$ cat config.mk
export PLATFORM = sky130hd
export DESIGN_NAME = uart_rx
export DESIGN_NICKNAME = d
export VERILOG_FILES = /design/src/rtl/uart_rx.sv
export SDC_FILE = /design/constraint.sdc
export NUM_CORES = 1
export LEC_CHECK = 0
export CELL_PAD_IN_SITES_DETAIL_PLACEMENT = 1
export CELL_PAD_IN_SITES_GLOBAL_PLACEMENT = 2
export CORE_ASPECT_RATIO = 0.5
export CORE_UTILIZATION = 40
export DETAILED_ROUTE_END_ITERATION = 7
export PLACE_DENSITY_LB_ADDON = 0.1
export SYNTH_ARGS = -nofsm -noshare
export SYNTH_HDL_FRONTEND = slang
export SYNTH_SLANG_ARGS = --single-unit
$ cat constraint.sdc
create_clock -name clck -period 3.8 [get_ports clck]
set_clock_uncertainty 0.15 [all_clocks]
set_input_delay 0.57 -clock clck [delete_from_list [all_inputs] [get_ports clck]]
set_output_delay 0.57 -clock clck [all_outputs]
set_load 0.1 [all_outputs]
$ cat src/rtl/uart_rx.sv
// UART receiver: oversampled start detection, 8N1/8P1 deserialization with parity/stop checks.
// Optional build macro UART_RX_MAJORITY_VOTE_EN selects 2-of-3 majority bit sampling.
module uart_rx (
  input  logic       clck,
  input  logic       rst,
  input  logic       RX_IN,
  input  logic [5:0] prescale,
  input  logic       par_en,
  input  logic       par_typ,
  output logic [7:0] p_data,
  output logic       data_valid,
  output logic       par_err,
  output logic       stp_err
);

  localparam int unsigned DATA_W = 8;
  localparam int unsigned CNT_W  = 6;
  localparam int unsigned BIT_W  = 3;

  typedef enum logic [2:0] {
    IDLE   = 3'd0,
    START  = 3'd1,
    DATA   = 3'd2,
    PARITY = 3'd3,
    STOP   = 3'd4
  } state_t;

  state_t             state, state_nxt;
  logic [CNT_W-1:0]   edge_cnt;
  logic [CNT_W-1:0]   presc_l;
  logic [CNT_W-1:0]   half;
  logic [BIT_W-1:0]   bit_cnt;
  logic               par_en_l, par_typ_l;
  logic [DATA_W-1:0]  shift_reg;
  logic               par_bad, stp_bad;
  logic               at_dec_c, at_end_c, bit_val_c, frame_end_c;

  assign half     = presc_l >> 1;
  assign at_dec_c = (edge_cnt == half + CNT_W'(1));
  assign at_end_c = (edge_cnt == presc_l - CNT_W'(1));

`ifdef UART_RX_MAJORITY_VOTE_EN
  logic [1:0] smp;

  // Samples at s-1 and s; the s+1 sample is taken live at the decision edge.
  always_ff @(posedge clck or negedge rst) begin
    if (!rst) begin
      smp <= 2'b11;
    end else if (state != IDLE) begin
      if (edge_cnt == half - CNT_W'(1)) smp[0] <= RX_IN;
      if (edge_cnt == half)             smp[1] <= RX_IN;
    end
  end

  assign bit_val_c = (smp[0] & smp[1]) | (smp[0] & RX_IN) | (smp[1] & RX_IN);
`else
  logic smp;

  always_ff @(posedge clck or negedge rst) begin
    if (!rst) begin
      smp <= 1'b1;
    end else if (state != IDLE && edge_cnt == half) begin
      smp <= RX_IN;
    end
  end

  assign bit_val_c = smp;
`endif

  always_ff @(posedge clck or negedge rst) begin
    if (!rst) state <= IDLE;
    else      state <= state_nxt;
  end

  always_comb begin
    state_nxt   = state;
    frame_end_c = 1'b0;
    case (state)
      IDLE: begin
        if (!RX_IN) state_nxt = START;
      end
      START: begin
        if (at_dec_c && bit_val_c) state_nxt = IDLE;
        else if (at_end_c)         state_nxt = DATA;
      end
      DATA: begin
        if (at_end_c && bit_cnt == BIT_W'(DATA_W - 1))
          state_nxt = par_en_l ? PARITY : STOP;
      end
      PARITY: begin
        if (at_end_c) state_nxt = STOP;
      end
      STOP: begin
        if (at_end_c) begin
          state_nxt   = IDLE;
          frame_end_c = 1'b1;
        end
      end
      default: state_nxt = IDLE;
    endcase
  end

  // Counters, deserializer, error flags and registered outputs.
  always_ff @(posedge clck or negedge rst) begin
    if (!rst) begin
      edge_cnt   <= '0;
      bit_cnt    <= '0;
      presc_l    <= '0;
      par_en_l   <= 1'b0;
      par_typ_l  <= 1'b0;
      shift_reg  <= '0;
      par_bad    <= 1'b0;
      stp_bad    <= 1'b0;
      p_data     <= '0;
      data_valid <= 1'b0;
      par_err    <= 1'b0;
      stp_err    <= 1'b0;
    end else begin
      data_valid <= 1'b0;
      par_err    <= 1'b0;
      stp_err    <= 1'b0;
      if (state == IDLE) begin
        edge_cnt <= '0;
        bit_cnt  <= '0;
        par_bad  <= 1'b0;
        stp_bad  <= 1'b0;
        if (!RX_IN) begin
          presc_l   <= prescale;
          par_en_l  <= par_en;
          par_typ_l <= par_typ;
        end
      end else begin
        edge_cnt <= at_end_c ? '0 : edge_cnt + CNT_W'(1);
        if (state == DATA && at_end_c) bit_cnt <= bit_cnt + BIT_W'(1);
        if (at_dec_c) begin
          case (state)
            DATA:    shift_reg[bit_cnt] <= bit_val_c;
            PARITY:  par_bad <= (bit_val_c != ((^shift_reg) ^ par_typ_l));
            STOP:    stp_bad <= ~bit_val_c;
            default: ;
          endcase
        end
        if (frame_end_c) begin
          if (!par_bad && !stp_bad) begin
            p_data     <= shift_reg;
            data_valid <= 1'b1;
          end
          par_err <= par_bad;
          stp_err <= stp_bad;
        end
      end
    end
  end

endmodule

==> reports/results.ini <==
[floorplanning]
core_um2 = 5560
initial_core_util_pct = 42.3
die_h_um = 56.2
fp.dieW_um = 110
placementRows = 19
design.die.area_um2 = 6210
io_pins = 22

[logic_synthesis]
syn_inst = 218
synth_edf_count = 0
synth_cell_types = 45
synth_flop_cell = dfrtp_1
syn-cell-area_um2 = 2350
async_flop_share_pct = 100
synth-seq-cells = 42
syn_nets = 235
avgSynthCellArea_um2 = 10.8
yosysWarnings = 0
yosysSeqAreaShare_pct = 44.7

[grt]
grt.overflow.total = 0
grt_pass1_vias = 1898
grt_first_pass_wirelength_um = 10000
grt_max_degree = 43
grt_util_all_layers_pct = 21.5
grt_antenna_before_repair = 0

[timing]
setup_viol_count_final = 0
timing.final.hold_violations = 0
post-route-min-period_ns = 2.81
max_clock_freq_mhz = 355
tightest_slew_ns = 0.995
hold_slack_ns = 0.295
tns_ns = 0
period_share_pct = 74.1
rsz0062_at_grt = no
drv_slew = 0
slew_headroom_pct = 33.7

[placement]
io_buffer_count = 21
dpl_cell_area_um2 = 2600
dp_hpwl_um = 3960
place.gp.congestion = 0.758

[clocking]
cts_setup_buffers = 0
cts.sinks = 42
cts_tree = yes
worstSkewPairLatency_ns = 0.29
cts_max_level = 2
root_buffer = clkbuf_16
cts_made_buffers = 5
clk_pin_slew_ns = 0.06
cts_resized = 0
cts_buffer_depth = 2
postCtsHoldBufs = 0

[route]
wl_met1_um = 2910
drtAntennaViolNets = 0
num_vias = 1727
wl_met3_um = 186
drtIter0Drc = 78
highest_layer = met4
wl_met2_um = 2550
drc = 0
drt-pass1-iter-count = 4
wl_per_cell_um = 18.5
viasPerCell = 5.57
routed_wl_um = 5730

[layout]
area_growth_pct = 17.5
nets = 253
design_area_um2 = 2760
insertedDiodeCount = 0
drive_gt1_share_pct = 16.5
final_common_cell = dfrtp_1
layout_common_cells = 41 x dfrtp_1, 21 x mux2_2, 20 x clkdlybuf4s50_1

[power]
ir_drop_mv = 0.384
leakage_nw = 1.19
power_density_nw_per_um2 = 706

[critical_path]
rr_worst_depth = 7
critPathMaxFanout = 9
worstSetupEndpointType = flip-flop
r2r_start = presc_l[2]$_DFFE_PN0P_
r2r_slack_ns = 0.99
crit_type = flip-flop to flip-flop
r2r_end = p_data[6]$_DFFE_PN0P_
cp.required_ns = 3.83
startpoint_type = flip-flop
critical_path_arrival_ns = 2.84

[run_status]
status = complete, no violations

[run]
maxCapViolations = 0

[worst_hold_path]
hold_path_class = input port to asynchronous set/reset pin

==> where the power goes <==
| group | internal, mW | total [mW] | switching [mW] |
|---|---|---|---|
| combinational | 0.299 | 0.735 | 0.437 |
| clock | 0.310 | 0.493 | 0.183 |
| sequential | 0.537 | 0.722 | 0.186 |
| total | 1.15 | 1.95 | 0.805 |
==> synth_stat cells (all sizes together) (2+ instances only) <==
cell type | number | area (um^2)
o211ai | 8 | 60.1
o21ai | 9 | 45.0
dfrtp | 41 | 1030
nand4 | 7 | 50.1
and3 | 4 | 25.0
nor4 | 5 | 43.8
nand2b | 2 | 12.5
nand2 | 11 | 41.3
nand3 | 13 | 65.1
nand3b | 2 | 15.0
ha | 6 | 75.1
xnor2 | 14 | 123
nor2b | 4 | 25.0
buf | 4 | 26.3
inv | 5 | 18.8
nor4b | 2 | 17.5
and2 | 4 | 25.0
mux2 | 21 | 236
nor3 | 10 | 61.3
nor2 | 9 | 33.8
clkbuf | 6 | 23.8
o21a | 2 | 15.0
xor2 | 12 | 105
==> cells by family (layout without fill, tap and decap cells) <==
logic type,Yosys count,count (layout),share of synthesized area [%]
adders and majority gates,6,6,3.19
muxes,21,21,10.1
buffers and inverters,16,35,3.30
AOI/OAI and AO/OA,28,28,8.78
xor gates and xnor gates,27,27,10.6
DFF,42,42,44.7
and+or+nand+nor,78,78,19.3
==> worst max-delay path, cell delays in order (launching register included) <==
cell,delay (ns)
dfrtp_1,0.49
inv_1,0.14
ha_1,0.18
nor4b_1,0.31
xnor2_1,0.18
nand4_2,0.31
nor3_4,0.54
mux2_2,0.39
==> layer usage <==
metal | track usage (%) | up-vias
li1 | - | 820
met1 | 28.4 | 877
met2 | 34.2 | 22
met3 | 6.10 | 8
met4 | 7.43 | 0
met5 | 0 | -
==> per-stage QoR <==
stage               power, mW  util, %  worst slack [ns]  cells
global route             2.09     49.7             0.748    310
floorplan                1.26        -              1.38    218
detailed placement       1.46     46.7             0.965    302
global placement         1.44     46.7              1.04    302
finish                   1.95     49.7             0.986    310
CTS                      1.97     49.7             0.948    310
==> worst max-delay path by stage <==
stage / start / endpoint / depth (start not counted)
after floorplan: presc_l[2]$_DFFE_PN0P_ / p_data[0]$_DFFE_PN0P_ / 8
after global placement: presc_l[1]$_DFFE_PN0P_ / p_data[6]$_DFFE_PN0P_ / 7
after detailed placement: presc_l[2]$_DFFE_PN0P_ / p_data[6]$_DFFE_PN0P_ / 7
after CTS: presc_l[2]$_DFFE_PN0P_ / p_data[6]$_DFFE_PN0P_ / 7
after global routing: presc_l[2]$_DFFE_PN0P_ / p_data[6]$_DFFE_PN0P_ / 7
final: presc_l[2]$_DFFE_PN0P_ / p_data[6]$_DFFE_PN0P_ / 7
==> cell type report <==
cell class,instances,area [um^2]
Fill cell,604,2800
Clock buffer,6,129
Timing Repair Buffer,22,213
Inverter,5,18.8
Multi-Input combinational cell,160,1220
Tap cell,73,91.3
Clock inverter,2,37.5
Sequential cell,42,1050
Power figures use the tool's default switching activity.
